==> config.mk <==
export PLATFORM = sky130hd
export DESIGN_NAME = addr_rule_prog_ctrl_flat
export DESIGN_NICKNAME = d
export VERILOG_FILES = /design/src/rtl/addr_rule_pkg.sv /design/src/rtl/addr_rule_prog_ctrl_if.sv /design/src/rtl/addr_rule_prog_ctrl.sv /design/src/flat_wrapper.sv
export SDC_FILE = /design/constraint.sdc
export NUM_CORES = 1
export LEC_CHECK = 0
export ABC_CLOCK_PERIOD_IN_PS = 6500
export BUFFER_PORTS_ARGS = -buffer_cell sky130_fd_sc_hd__buf_2
export CAP_MARGIN = 5
export CORE_AREA = 2 2 144 146
export DETAILED_ROUTE_END_ITERATION = 7
export DIE_AREA = 0 0 146 148
export PLACE_DENSITY = 0.84
export SLEW_MARGIN = 20
export SYNTH_ARGS = -nofsm -noshare
export SYNTH_HDL_FRONTEND = slang
export SYNTH_SLANG_ARGS = --single-unit
==> constraint.sdc <==
create_clock -name clk -period 6.5 [get_ports clk]
set_input_delay 0.65 -clock clk [delete_from_list [all_inputs] [get_ports clk]]
set_output_delay 0.65 -clock clk [all_outputs]
set_load 0.01 [all_outputs]
==> src/rtl/addr_rule_pkg.sv <==
// Shared definitions for the address-range comparator rule programming path:
// command opcodes, sequencer states and config address map helpers.
package addr_rule_pkg;

  typedef enum logic [1:0] {
    OP_WRITE_RULE = 2'd0,
    OP_CLEAR_RULE = 2'd1,
    OP_SET_DSM    = 2'd2,
    OP_CLEAR_ALL  = 2'd3
  } op_e;

  typedef enum logic [2:0] {
    ST_IDLE    = 3'd0,
    ST_W_DIS   = 3'd1,
    ST_W_BASE  = 3'd2,
    ST_W_FLAGS = 3'd3,
    ST_W_SIZE  = 3'd4,
    ST_CLR_ALL = 3'd5,
    ST_W_DSM   = 3'd6,
    ST_RESP    = 3'd7
  } state_e;

  // Field banks of the comparator config space, each NUM_RULES entries deep.
  localparam int FLD_BASE  = 32'sd0;
  localparam int FLD_SIZE  = 32'sd1;
  localparam int FLD_FLAGS = 32'sd2;
  localparam int FLD_DSM   = 32'sd3;

  localparam logic [7:0] CFG_BE_ALL = 8'hFF;

  // Start address of a field bank.
  function automatic int field_offset(input int num_rules, input int field);
    return field * num_rules;
  endfunction

  // Config address of one field of rule k.
  function automatic int rule_cfg_addr(input int num_rules, input int field, input int k);
    return field_offset(num_rules, field) + k;
  endfunction

  // Config address of the single DSM base register.
  function automatic int dsm_cfg_addr(input int num_rules);
    return field_offset(num_rules, FLD_DSM);
  endfunction

endpackage

==> src/rtl/addr_rule_prog_ctrl_if.sv <==
// Host command / response handshake plus comparator config write port.
interface addr_rule_prog_ctrl_if #(
  parameter int NUM_RULES_LOG2 = 5,
  parameter int FLAG_WIDTH     = 32,
  parameter int CFG_WIDTH      = 10
) ();

  logic                      cmd_valid;
  logic                      cmd_ready;
  logic [1:0]                cmd_op;
  logic [NUM_RULES_LOG2-1:0] cmd_index;
  logic [63:0]               cmd_base;
  logic [63:0]               cmd_size;
  logic [FLAG_WIDTH-1:0]     cmd_flags;
  logic                      rsp_valid;
  logic                      rsp_error;
  logic [CFG_WIDTH-1:0]      cfg_address;
  logic                      cfg_write;
  logic [63:0]               cfg_writedata;
  logic [7:0]                cfg_byteenable;

  // Host side: issues commands, observes responses and config traffic.
  modport master (
    output cmd_valid, cmd_op, cmd_index, cmd_base, cmd_size, cmd_flags,
    input  cmd_ready, rsp_valid, rsp_error,
    input  cfg_address, cfg_write, cfg_writedata, cfg_byteenable
  );

  // Sequencer side.
  modport slave (
    input  cmd_valid, cmd_op, cmd_index, cmd_base, cmd_size, cmd_flags,
    output cmd_ready, rsp_valid, rsp_error,
    output cfg_address, cfg_write, cfg_writedata, cfg_byteenable
  );

endinterface

==> src/rtl/addr_rule_prog_ctrl.sv <==
// Rule RAM programming sequencer: turns one host command into an ordered
// series of 64-bit config writes. A rule update first zeroes the size (rule
// disabled), then writes base and flags, and only enables the rule with the
// final size write, so a lookup never sees a half-written rule.
module addr_rule_prog_ctrl
  import addr_rule_pkg::*;
#(
  parameter int NUM_RULES      = 32,
  parameter int NUM_RULES_LOG2 = 5,
  parameter int FLAG_WIDTH     = 32,
  parameter int CFG_WIDTH      = 10
) (
  input logic                 clk,
  input logic                 reset,
  addr_rule_prog_ctrl_if.slave bus
);

  localparam logic [NUM_RULES_LOG2-1:0] LAST_RULE = NUM_RULES_LOG2'(NUM_RULES - 1);

  state_e                    r_state, w_state_nxt;
  op_e                       r_op, w_op_nxt;
  logic [NUM_RULES_LOG2-1:0] r_index, w_index_nxt;
  logic [NUM_RULES_LOG2-1:0] r_cnt, w_cnt_nxt;
  logic [63:0]               r_base, w_base_nxt;
  logic [63:0]               r_size, w_size_nxt;
  logic [FLAG_WIDTH-1:0]     r_flags, w_flags_nxt;
  logic                      r_err, w_err_nxt;
  logic                      r_ready;

  logic                      w_accept;
  logic                      w_is_rule_op;
  logic                      w_bad_index;
  logic                      w_carry;
  logic                      w_reject;
  logic [31:0]               w_index_ext;

  logic [CFG_WIDTH-1:0]      r_cfg_address, w_cfg_address;
  logic                      r_cfg_write, w_cfg_write;
  logic [63:0]               r_cfg_writedata, w_cfg_writedata;
  logic [7:0]                r_cfg_byteenable;
  logic                      r_rsp_valid;
  logic                      r_rsp_error;

  // Config address of a field for a given rule index.
  function automatic logic [CFG_WIDTH-1:0] addr_of(input int field,
                                                   input logic [NUM_RULES_LOG2-1:0] k);
    return CFG_WIDTH'(rule_cfg_addr(NUM_RULES, field, int'(k)));
  endfunction

  // Ready is forced low while reset is held so nothing is accepted then.
  assign bus.cmd_ready      = r_ready & ~reset;
  assign w_accept           = bus.cmd_valid & bus.cmd_ready;

  // Validation of the presented command.
  assign w_is_rule_op = (bus.cmd_op == OP_WRITE_RULE) || (bus.cmd_op == OP_CLEAR_RULE);
  assign w_index_ext  = 32'(bus.cmd_index);
  assign w_bad_index  = w_is_rule_op && (w_index_ext >= 32'(NUM_RULES));
  // base + size carries out of 64 bits exactly when size > ~base.
  assign w_carry      = (bus.cmd_op == OP_WRITE_RULE) && (bus.cmd_size > ~bus.cmd_base);
  assign w_reject     = w_bad_index | w_carry;

  assign bus.cfg_address    = r_cfg_address;
  assign bus.cfg_write      = r_cfg_write;
  assign bus.cfg_writedata  = r_cfg_writedata;
  assign bus.cfg_byteenable = r_cfg_byteenable;
  assign bus.rsp_valid      = r_rsp_valid;
  assign bus.rsp_error      = r_rsp_error;

  // Next-state logic, command latching and clear-all counter.
  always_comb begin
    w_state_nxt = r_state;
    w_op_nxt    = r_op;
    w_index_nxt = r_index;
    w_cnt_nxt   = r_cnt;
    w_base_nxt  = r_base;
    w_size_nxt  = r_size;
    w_flags_nxt = r_flags;
    w_err_nxt   = r_err;
    case (r_state)
      ST_IDLE: begin
        if (w_accept) begin
          w_op_nxt    = op_e'(bus.cmd_op);
          w_index_nxt = bus.cmd_index;
          w_base_nxt  = bus.cmd_base;
          w_size_nxt  = bus.cmd_size;
          w_flags_nxt = bus.cmd_flags;
          w_err_nxt   = w_reject;
          w_cnt_nxt   = '0;
          if (w_reject) begin
            w_state_nxt = ST_RESP;
          end else begin
            case (op_e'(bus.cmd_op))
              OP_WRITE_RULE: w_state_nxt = ST_W_DIS;
              OP_CLEAR_RULE: w_state_nxt = ST_W_DIS;
              OP_SET_DSM:    w_state_nxt = ST_W_DSM;
              OP_CLEAR_ALL:  w_state_nxt = ST_CLR_ALL;
              default:       w_state_nxt = ST_RESP;
            endcase
          end
        end else begin
          w_state_nxt = ST_IDLE;
        end
      end
      ST_W_DIS: begin
        if (r_op == OP_WRITE_RULE) begin
          w_state_nxt = ST_W_BASE;
        end else begin
          w_state_nxt = ST_RESP;
        end
      end
      ST_W_BASE:  w_state_nxt = ST_W_FLAGS;
      ST_W_FLAGS: w_state_nxt = ST_W_SIZE;
      ST_W_SIZE:  w_state_nxt = ST_RESP;
      ST_W_DSM:   w_state_nxt = ST_RESP;
      ST_CLR_ALL: begin
        // Leave on the last index so the counter never wraps into a 33rd write.
        if (r_cnt == LAST_RULE) begin
          w_state_nxt = ST_RESP;
        end else begin
          w_cnt_nxt = r_cnt + NUM_RULES_LOG2'(1);
        end
      end
      ST_RESP:    w_state_nxt = ST_IDLE;
      default:    w_state_nxt = ST_IDLE;
    endcase
  end

  // Config write for the upcoming state, registered on the next edge.
  always_comb begin
    w_cfg_write     = 1'b0;
    w_cfg_address   = '0;
    w_cfg_writedata = 64'd0;
    case (w_state_nxt)
      ST_W_DIS: begin
        w_cfg_write   = 1'b1;
        w_cfg_address = addr_of(FLD_SIZE, w_index_nxt);
      end
      ST_W_BASE: begin
        w_cfg_write     = 1'b1;
        w_cfg_address   = addr_of(FLD_BASE, w_index_nxt);
        w_cfg_writedata = w_base_nxt;
      end
      ST_W_FLAGS: begin
        w_cfg_write     = 1'b1;
        w_cfg_address   = addr_of(FLD_FLAGS, w_index_nxt);
        w_cfg_writedata = 64'(w_flags_nxt);
      end
      ST_W_SIZE: begin
        w_cfg_write     = 1'b1;
        w_cfg_address   = addr_of(FLD_SIZE, w_index_nxt);
        w_cfg_writedata = w_size_nxt;
      end
      ST_W_DSM: begin
        w_cfg_write     = 1'b1;
        w_cfg_address   = CFG_WIDTH'(dsm_cfg_addr(NUM_RULES));
        w_cfg_writedata = w_base_nxt;
      end
      ST_CLR_ALL: begin
        w_cfg_write   = 1'b1;
        w_cfg_address = addr_of(FLD_SIZE, w_cnt_nxt);
      end
      default: begin
        w_cfg_write = 1'b0;
      end
    endcase
  end

  // State, latched command and registered outputs.
  always_ff @(posedge clk) begin
    if (reset) begin
      r_state          <= ST_IDLE;
      r_op             <= OP_WRITE_RULE;
      r_index          <= '0;
      r_cnt            <= '0;
      r_base           <= 64'd0;
      r_size           <= 64'd0;
      r_flags          <= '0;
      r_err            <= 1'b0;
      r_ready          <= 1'b1;
      r_cfg_address    <= '0;
      r_cfg_write      <= 1'b0;
      r_cfg_writedata  <= 64'd0;
      r_cfg_byteenable <= 8'h00;
      r_rsp_valid      <= 1'b0;
      r_rsp_error      <= 1'b0;
    end else begin
      r_state          <= w_state_nxt;
      r_op             <= w_op_nxt;
      r_index          <= w_index_nxt;
      r_cnt            <= w_cnt_nxt;
      r_base           <= w_base_nxt;
      r_size           <= w_size_nxt;
      r_flags          <= w_flags_nxt;
      r_err            <= w_err_nxt;
      r_ready          <= (w_state_nxt == ST_IDLE);
      r_cfg_address    <= w_cfg_address;
      r_cfg_write      <= w_cfg_write;
      r_cfg_writedata  <= w_cfg_writedata;
      r_cfg_byteenable <= w_cfg_write ? CFG_BE_ALL : 8'h00;
      r_rsp_valid      <= (w_state_nxt == ST_RESP);
      r_rsp_error      <= (w_state_nxt == ST_RESP) & w_err_nxt;
    end
  end

endmodule

==> src/flat_wrapper.sv <==
// flat-port wrapper written by rule: the top's interface ports become plain ports
module addr_rule_prog_ctrl_flat import addr_rule_pkg::*;
#(
  parameter int NUM_RULES      = 32,
  parameter int NUM_RULES_LOG2 = 5,
  parameter int FLAG_WIDTH     = 32,
  parameter int CFG_WIDTH      = 10
)
  (clk, reset, bus_cmd_valid, bus_cmd_op, bus_cmd_index, bus_cmd_base, bus_cmd_size, bus_cmd_flags, bus_cmd_ready, bus_rsp_valid, bus_rsp_error, bus_cfg_address, bus_cfg_write, bus_cfg_writedata, bus_cfg_byteenable);
  addr_rule_prog_ctrl_if #(.NUM_RULES_LOG2(NUM_RULES_LOG2), .FLAG_WIDTH(FLAG_WIDTH), .CFG_WIDTH(CFG_WIDTH)) bus_i ();
  input logic clk;
  input logic reset;
  input wire logic [$bits(bus_i.cmd_valid)-1:0] bus_cmd_valid;
  input wire logic [$bits(bus_i.cmd_op)-1:0] bus_cmd_op;
  input wire logic [$bits(bus_i.cmd_index)-1:0] bus_cmd_index;
  input wire logic [$bits(bus_i.cmd_base)-1:0] bus_cmd_base;
  input wire logic [$bits(bus_i.cmd_size)-1:0] bus_cmd_size;
  input wire logic [$bits(bus_i.cmd_flags)-1:0] bus_cmd_flags;
  output wire logic [$bits(bus_i.cmd_ready)-1:0] bus_cmd_ready;
  output wire logic [$bits(bus_i.rsp_valid)-1:0] bus_rsp_valid;
  output wire logic [$bits(bus_i.rsp_error)-1:0] bus_rsp_error;
  output wire logic [$bits(bus_i.cfg_address)-1:0] bus_cfg_address;
  output wire logic [$bits(bus_i.cfg_write)-1:0] bus_cfg_write;
  output wire logic [$bits(bus_i.cfg_writedata)-1:0] bus_cfg_writedata;
  output wire logic [$bits(bus_i.cfg_byteenable)-1:0] bus_cfg_byteenable;
  assign bus_i.cmd_valid = bus_cmd_valid;
  assign bus_i.cmd_op = bus_cmd_op;
  assign bus_i.cmd_index = bus_cmd_index;
  assign bus_i.cmd_base = bus_cmd_base;
  assign bus_i.cmd_size = bus_cmd_size;
  assign bus_i.cmd_flags = bus_cmd_flags;
  assign bus_cmd_ready = bus_i.cmd_ready;
  assign bus_rsp_valid = bus_i.rsp_valid;
  assign bus_rsp_error = bus_i.rsp_error;
  assign bus_cfg_address = bus_i.cfg_address;
  assign bus_cfg_write = bus_i.cfg_write;
  assign bus_cfg_writedata = bus_i.cfg_writedata;
  assign bus_cfg_byteenable = bus_i.cfg_byteenable;
  addr_rule_prog_ctrl #(.NUM_RULES(NUM_RULES), .NUM_RULES_LOG2(NUM_RULES_LOG2), .FLAG_WIDTH(FLAG_WIDTH), .CFG_WIDTH(CFG_WIDTH)) u_core (.clk(clk), .reset(reset), .bus(bus_i));
endmodule
# Word-level counts from Yosys, hierarchy flattened
# Index checks and enable logic that the tools add are counted.
# W data, S select, Z words.
# totals
regBits,262
latchBits,0
ramBits,0
mem_bits_ro,0
input_bits,170
out_inout_bits,86
elab_cells,81
n_memories,0
# classes
addsub,4
multipliers,0
div_mod_pow,0
order_cmp,2
n_eq_ne,18
n_shift,0
mux,23
n_bitwise,6
n_reduce_logical,13
# ops
cell,n
$mux W64,4
$pmux W64 S3,1
$gt A64 B64 Y1,1
$mux W32,2
$not A64 Y64,1
$pmux W10 S5,1
$eq A3 B3 Y1 const B,8
$pmux W3 S7,1
$mux W5,4
$add A6 B5 Y7 const A,2
$eq A3 B2 Y1 const B,4
$mux W3,4
$pmux W5 S2,1
$pmux W3 S3,1
$add A7 B5 Y8 const A,1
$mux W8,1
$reduce_or A2 Y1,4
$eq A3 B1 Y1 const B,2
$ge A5 B6 Y1 const B,1
$logic_not A3 Y1,2
$reduce_or A6 Y1,1
$add A5 B1 Y5 const B,1
$eq A5 B5 Y1 const B,1
$eq A2 B2 Y1 const B,2
other kinds (9),15

# Depth between registers and ports, before layout
# Gate-level depths: netlist (run 1).
# depth
ltp_word,11
depth_mapped,12
ltp_nobuf,11

# Least setup slack after synthesis (run 1)
# Ideal clock, no wire load.
# synth_path
path_type,input port to flip-flop
start,in bus_cmd_size[14]
end,reg u_core.r_cfg_writedata[53] (netlist: u_core.bus.cfg_writedata[53])
setup_time_ns,0.128
arrival_time_ns,2.808
required_ns,6.372
setup_slack_ns,3.565
cell_stages,11
path_buffers,1
cell_sequence,ha_1 > nand4_1 > nor3_1 > a21boi_0 > or4b_1 > a32oi_2 > a31oi_4 > o211ai_4 > buf_6 > a2bb2oi_2 > nor2_1
# synth_via
elab_chain_len,9
word_cells_on_any_way,12
cone_classes,1 x order compare; 4 x eq/ne; 4 x mux; 1 x bitwise; 2 x reduce/logical
# synth_rtl
item,line,rtl
"start, declared",flat_wrapper.sv:17,input wire logic [$bits(bus_i.cmd_size)-1:0] bus_cmd_size;
$gt A64 B64 Y1 (*),addr_rule_prog_ctrl.sv:59,assign w_carry = (bus.cmd_op == OP_WRITE_RULE) && (bus.cmd_size > ~bus.cmd_base);
$logic_and A1 B1 Y1 (*),addr_rule_prog_ctrl.sv:59,
$or A1 B1 Y1 (*),addr_rule_prog_ctrl.sv:60,assign w_reject = w_bad_index | w_carry;
$mux W3 (*),addr_rule_prog_ctrl.sv:89,if (w_reject) begin
$mux W3 (*),addr_rule_prog_ctrl.sv:81,if (w_accept) begin
$pmux W3 S7 (*),addr_rule_prog_ctrl.sv:79,case (r_state)
$eq A3 B2 Y1 / $eq A3 B3 Y1 (equally long branches),addr_rule_prog_ctrl.sv:133,case (w_state_nxt)
$reduce_or A2 Y1 (no line),n/a,
$pmux W64 S3 (*),addr_rule_prog_ctrl.sv:133,
"end signal, assigned",addr_rule_prog_ctrl.sv:198,r_cfg_writedata <= w_cfg_writedata;
"end, declared",addr_rule_prog_ctrl.sv:39,"logic [63:0] r_cfg_writedata, w_cfg_writedata;"
# Mark *: on every way between the ends. The rest lies on a longest branch, timed or not.
# A chain may end at the register's enable or synchronous reset.

# Final worst setup path (run 1)
# layout_path
start,in bus_cmd_base[63]
end,reg u_core.r_cfg_writedata[39] (netlist: u_core.bus.cfg_writedata[39])
# layout_via
elab_chain_len,10
word_cells_on_any_way,13
cone_classes,1 x order compare; 4 x eq/ne; 4 x mux; 2 x bitwise; 2 x reduce/logical
# layout_rtl
item,line,rtl
"start, declared",flat_wrapper.sv:16,input wire logic [$bits(bus_i.cmd_base)-1:0] bus_cmd_base;
$not A64 Y64 (*),addr_rule_prog_ctrl.sv:59,
$gt A64 B64 Y1 (*),addr_rule_prog_ctrl.sv:59,
$logic_and A1 B1 Y1 (*),addr_rule_prog_ctrl.sv:59,
$or A1 B1 Y1 (*),addr_rule_prog_ctrl.sv:60,
$mux W3 (*),addr_rule_prog_ctrl.sv:89,
$mux W3 (*),addr_rule_prog_ctrl.sv:81,
$pmux W3 S7 (*),addr_rule_prog_ctrl.sv:79,
$eq A3 B2 Y1 / $eq A3 B3 Y1 (equally long branches),addr_rule_prog_ctrl.sv:133,
$reduce_or A2 Y1 (no line),n/a,
$pmux W64 S3 (*),addr_rule_prog_ctrl.sv:133,
# Marks and branches as above.

==> results.sh, run 1 <==
export IMPL_status="finished clean"
export IMPL_final_core_util=0.646
export IMPL_area_growth_pct=19.9
export IMPL_root_buffer="clkbuf_16"
export IMPL_num_fill_cells=1624
export IMPL_ys_seq_elements=251
export IMPL_ctsHoldBuffers=0
export IMPL_worstPathRequired_ps=6860
export IMPL_route_vias_total=9322
export IMPL_avgSynthCellArea_um2=9.01
export IMPL_syn_area_um2=10800
export IMPL_io_buffers=252
export IMPL_cts_tree="yes"
export IMPL_post_cts_repair_setup_buffers=0
export IMPL_use_met3=0.0704
export IMPL_instances_no_fill=1699
export IMPL_dp_cells=1645
export IMPL_crit_chain="buf_2 > ha_1 > nand4_1 > nor4_2 > nand3_1 > nor2_1 > a311o_1 > a31oi_4 > o211ai_4 > buf_4 > a2bb2oi_1 > nor2_1"
export IMPL_ir_drop_mv=0.221
export IMPL_layout_common_cells="251 x buf_2, 250 x dfxtp_1, 234 x nand2_1"
export IMPL_grt_first_pass_wirelength_um=44200
export IMPL_synth_edf_count=0
export IMPL_core_um2=20000
export IMPL_drt_iter0_markers=570
export IMPL_die_height_um=148
export IMPL_timing_setup_tns_ps=0
export IMPL_hold_viol_final=0
export IMPL_clk_pin_slew_ps=60
export IMPL_cts_resized=0
export IMPL_floorplan_rows=52
export IMPL_hp_class="input port to flop"
export IMPL_pin_count=256
export IMPL_die_area_um2=21600
export IMPL_crit_type="input port to flop"
export IMPL_crit_path_start_kind="input port"
export IMPL_crit_arrival_ps=4250
export IMPL_first_global_vias=9016
export IMPL_antenna_found_initial=10
export IMPL_cts_buffers=26
export IMPL_ys_seq_area_frac=0.465
export IMPL_cp_end_kind="flop"
export IMPL_cts_htree_levels=1
export IMPL_grt_usage=0.249
export IMPL_final_common_cell="buf_2"
export IMPL_slowest_delay_ps=870
export IMPL_synth_ff_type="dfxtp_1"
export IMPL_grt_overflow=0
export IMPL_async_flop_share=0
export IMPL_worst_pin_slew_ps=1110
export IMPL_drv_slew=0
export IMPL_drive_gt1_frac=0.232
export IMPL_grt_setup_unrepaired="no"
export IMPL_fin_ws_ps=2610
export IMPL_cp_max_fo=27
export IMPL_drc=0
export IMPL_cts_sinks=251
export IMPL_grtUsageMet2=0.427
export IMPL_place_hpwl_um=19000
export IMPL_chipWidth_um=146
export IMPL_p_leak_nw=5.40
export IMPL_clk_path_buf_depth=3
export IMPL_dr_pass1_iters=5
export IMPL_ant_nets=0
export IMPL_finalSetupViolCount=0
export IMPL_seqCellArea_um2=5030
export IMPL_multiInputGateArea_um2=5380
export IMPL_num_nets_final=1638
export IMPL_fmax_mhz=257
export IMPL_syn_inst=1199
export IMPL_max_cap_violations=0
export IMPL_fin_skew_ps=14.1
export IMPL_period_minus_slack_ps=3890
export IMPL_place_ws_ps=2150
export IMPL_power_density_nw_per_um2=299
export IMPL_cpMaxStageDelayCell="o211ai_4"
export IMPL_yosysWarnings=0
export IMPL_place_congestion=0.885
export IMPL_period_share=0.599
export IMPL_wirelength_um=28200
export IMPL_grt_busiest_layer="met2"
export IMPL_wire_per_inst_um=16.6
export IMPL_initial_core_util=0.539
export IMPL_power_mw=3.88
export IMPL_max_slew_margin=0.255
export IMPL_synth_cell_types=47
export IMPL_grt_use_met1=0.300
export IMPL_vias_per_cell=5.49
export IMPL_crit_top_cell="nor2_1"
export IMPL_grt_max_degree=108
export IMPL_clock_insertion_delay_worst_skew_ps=520
## flip-flops by register name, summed over array words and instances, names as in the netlist
name and count:
u_core.r_ready 1, u_core.r_state 3, u_core.r_base 64, u_core.r_op 2, u_core.r_cnt 5, u_core.r_index 5
u_core.bus.cfg_address 7, u_core.r_err 1, u_core.bus.rsp_error 1, u_core.bus.cfg_writedata 64, u_core.bus.cfg_byteenable 1, u_core.r_flags 32
u_core.r_size 64, u_core.bus.rsp_valid 1
## per-layer routing
metal  vias up  part of all wire
li1       4545                 -
met1      4412              0.41
met2       300              0.48
met3        63             0.082
met4         2             0.029
met5         -           0.00046
## synth_stat cells, types with 2 or more instances
| cell type | count | area [um^2] |
|---|---|---|
| dfxtp_1 | 251 | 5020 |
| nand2_1 | 235 | 882 |
| nor2_1 | 150 | 563 |
| a21oi_1 | 130 | 651 |
| mux2i_1 | 98 | 981 |
| ha_1 | 65 | 813 |
| clkbuf_1 | 52 | 195 |
| o22a_1 | 32 | 280 |
| a2bb2oi_2 | 18 | 270 |
| a2bb2oi_1 | 14 | 123 |
| buf_4 | 14 | 105 |
| o21ai_0 | 14 | 70.1 |
| nand3_1 | 13 | 65.1 |
| nor3_1 | 13 | 65.1 |
| nand4_1 | 11 | 68.8 |
| buf_1 | 9 | 33.8 |
| buf_2 | 8 | 40.0 |
| nor2b_1 | 8 | 50.1 |
| a32oi_1 | 5 | 43.8 |
| inv_1 | 5 | 18.8 |
| a211oi_1 | 4 | 30.0 |
| a21boi_0 | 4 | 30.0 |
| a31oi_1 | 4 | 25.0 |
| a21o_1 | 3 | 22.5 |
| and2_1 | 3 | 18.8 |
| and3_1 | 3 | 18.8 |
| and4_1 | 3 | 26.3 |
| buf_6 | 3 | 33.8 |
| nand2b_1 | 3 | 18.8 |
| o21a_1 | 3 | 22.5 |
| o31ai_1 | 3 | 22.5 |
| a32o_1 | 2 | 20.0 |
| xnor2_1 | 2 | 17.5 |
## worst max-delay path: cells and delay by family
kind / cells / cell delay (ps)
compound gates: 4 / 1440
fa+ha+maj: 1 / 300
buf+inv: 2 / 570
simple gates: 5 / 1280
## cell type report
class	instances	share of cell area
inverter	5	0.00145
multi-input combinational	859	0.415
sequential	251	0.388
clock inverter	6	0.00232
tap	270	0.0261
antenna	10	0.00193
clock buffer	38	0.0615
timing repair buffer	260	0.103
## path summary, 6_finish.rpt
check	startpoint	to	slack [ps]	cells after the start
min reg2reg	u_core.r_flags[27]$_SDFF_PP0_	u_core.r_flags[27]$_SDFF_PP0_	450	2
max	bus_cmd_base[63]	u_core.bus.cfg_writedata[39]$_SDFF_PP0_	2610	12
min	bus_cmd_flags[10]	u_core.r_flags[10]$_SDFF_PP0_	370	3
max reg2reg	u_core.r_state[2]$_SDFF_PP0_	u_core.bus.cfg_writedata[39]$_SDFF_PP0_	2990	8
## kinds of logic (layout without fill, tap and decap cells)
logic type	count (synthesis)	after routing	share of synthesized area
other cells	1	13	0.000347
fa+ha+maj	65	65	0.0753
xor+xnor	2	2	0.00162
buf+inv	91	309	0.0395
mux	98	98	0.0908
compound gates	245	245	0.159
simple gates	446	446	0.168
flops	251	251	0.465
## metrics by stage
step                instance area (um^2)  hold slack [ps]
floorplan                          10800              436
global placement                   12100              441
detailed placement                 12100              448
CTS                                12900              357
global route                       12900              366
finish                             12900              366
## power breakdown
group | switching, mW | internal [mW] | total (mW)
clock network | 0.586 | 0.841 | 1.43
logic | 0.447 | 0.307 | 0.754
registers | 0.0481 | 1.65 | 1.70
No activity file was read; power rests on OpenSTA's default activity.
==> inputs of run 2 (changes only) <==
ABC_CLOCK_PERIOD_IN_PS = 3800   (was 6500)
CORE_AREA = 2 2 145 147   (was 2 2 144 146)
DIE_AREA = 0 0 147 149   (was 0 0 146 148)
PLACE_DENSITY = 0.83   (was 0.84)
clock period = 3.8 ns   (was 6.5 ns; I/O delays follow)
==> results.sh, run 2 (synthesis results as in run 1) <==
export IMPL_status="finished clean"
export IMPL_fmax_mhz=349
export IMPL_ant_nets=0
export IMPL_whs_ps=86.3
export IMPL_period_minus_slack_ps=2870
export IMPL_swShare=0.275
export IMPL_layout_common_cells="251 x buf_2, 250 x dfxtp_1, 234 x nand2_1"
export IMPL_num_nets_final=1643
export IMPL_first_global_vias=9217
export IMPL_cts_tree="yes"
export IMPL_r2r_slack_ps=930
export IMPL_grt_max_degree=119
export IMPL_route_vias_total=9383
export IMPL_vias_per_cell=5.48
export IMPL_crit_path_start_kind="flop"
export IMPL_place_hpwl_um=19700
export IMPL_p_leak_nw=5.48
export IMPL_finalSetupViolCount=0
export IMPL_crit_type="flop to flop"
export IMPL_cts_resized=0
export IMPL_drive_gt1_frac=0.238
export IMPL_place_congestion=0.852
export IMPL_num_fill_cells=1711
export IMPL_hp_class="input port to flop"
export IMPL_cp_end_kind="flop"
export IMPL_floorplan_rows=53
export IMPL_max_slew_margin=0.293
export IMPL_crit_arrival_ps=3260
export IMPL_drv_slew=0
export IMPL_clk_path_buf_depth=3
export IMPL_core_um2=20600
export IMPL_final_common_cell="buf_2"
export IMPL_root_buffer="clkbuf_16"
export IMPL_timing_setup_tns_ps=0
export IMPL_pin_count=256
export IMPL_io_buffers=252
export IMPL_post_cts_repair_setup_buffers=0
export IMPL_initial_core_util=0.525
export IMPL_worst_pin_slew_ps=1060
export IMPL_hold_viol_final=0
export IMPL_cp_max_fo=55
export IMPL_intPower_mw=5.08
export IMPL_wirelength_um=29100
export IMPL_cts_buffers=26
export IMPL_seqPwrFrac=0.417
export IMPL_cts_htree_levels=1
export IMPL_drt_iter0_markers=418
export IMPL_power_density_nw_per_um2=533
export IMPL_clock_insertion_delay_worst_skew_ps=530
export IMPL_dr_pass1_iters=5
export IMPL_pwr_share_comb=0.185
export IMPL_period_share=0.754
export IMPL_grt_setup_unrepaired="no"
export IMPL_antenna_found_initial=11
export IMPL_clk_pin_slew_ps=70
export IMPL_grt_overflow=0
export IMPL_worstPathRequired_ps=4200
export IMPL_ir_drop_mv=0.364
export IMPL_die_height_um=149
export IMPL_ctsHoldBuffers=0
export IMPL_drc=0
export IMPL_chipWidth_um=147
export IMPL_wire_per_inst_um=17.0
export IMPL_grt_first_pass_wirelength_um=46500
export IMPL_pwr_share_clk=0.398
export IMPL_p_switching_mw=1.92
export IMPL_grt_usage=0.260
export IMPL_fin_skew_ps=28.1
export IMPL_max_cap_violations=0
export IMPL_die_area_um2=21900
export IMPL_area_growth_pct=21.6
export IMPL_cts_sinks=251
## run 2: cell count changes in the layout (fill, tap and decap cells not counted)
cell        change
bufinv_16       +6
clkinvlp_4      +2
clkbuf_1        -2
buf_4           +4
clkbuf_8        -5
buf_12          +1
clkbuf_16       -1
clkinv_4        +1
clkinv_8        +1
clkinv_2        +2
## run 2: critical path, stage by stage (launching register included)
cell and delay, ps:
dfxtp_2 500, nor3_1 600, and3_4 330, buf_4 580, o21ai_0 350, a32oi_1 300, nor2b_1 70
## run 2: cell type report
type,instances,area [um^2],area share
clock inverter,18,260,0.0198
sequential,251,5030,0.383
clock buffer,30,696,0.0530
inverter,5,18.8,0.00143
tap,275,344,0.0262
antenna,10,25.0,0.00191
timing repair buffer,265,1390,0.106
multi-input combinational,859,5380,0.409
## run 2: per-layer routing
metal  track usage  vias to the layer above  routed length (um)
met3        0.0703                       67                2490
met2         0.453                      348               14100
li1              -                     4573                   -
met1         0.309                     4391               11600
met4        0.0942                        4                 911
met5             0                        -                  27
## run 2: worst paths after layout
| kind | from | endpoint | depth (start not counted) |
|---|---|---|---|
| setup / recovery | u_core.r_state[0]$_SDFF_PP0_ | u_core.bus.cfg_address[4]$_SDFF_PP0_ | 6 |
| hold / removal | bus_cmd_flags[8] | u_core.r_flags[8]$_SDFF_PP0_ | 3 |
| setup reg to reg | u_core.r_state[0]$_SDFF_PP0_ | u_core.bus.cfg_address[4]$_SDFF_PP0_ | 6 |
| hold reg to reg | u_core.r_size[31]$_SDFF_PP0_ | u_core.r_size[31]$_SDFF_PP0_ | 2 |
## run 2: through the flow
| step | worst slack [ps] | util | power [mW] | std cells | area [um^2] |
|---|---|---|---|---|---|
| 3_5_place_dp | 444 | 0.591 | 4.25 | 1655 | 12200 |
| 4_1_cts | 882 | 0.638 | 7.04 | 1703 | 13100 |
| 3_3_place_gp | 487 | 0.591 | 4.21 | 1655 | 12200 |
| 6_report | 935 | 0.639 | 7.00 | 1713 | 13100 |
| 5_1_grt | 752 | 0.638 | 7.30 | 1708 | 13100 |
| 2_1_floorplan | 1130 | - | 3.88 | 1201 | 10800 |
## run 2: power groups by stage
stage	clock network [mW]	logic, mW	registers (mW)
2_1_floorplan	0	0.930	2.95
3_3_place_gp	0	1.24	2.96
3_5_place_dp	0	1.28	2.97
4_1_cts	2.84	1.29	2.92
5_1_grt	2.94	1.42	2.93
6_report	2.79	1.29	2.92
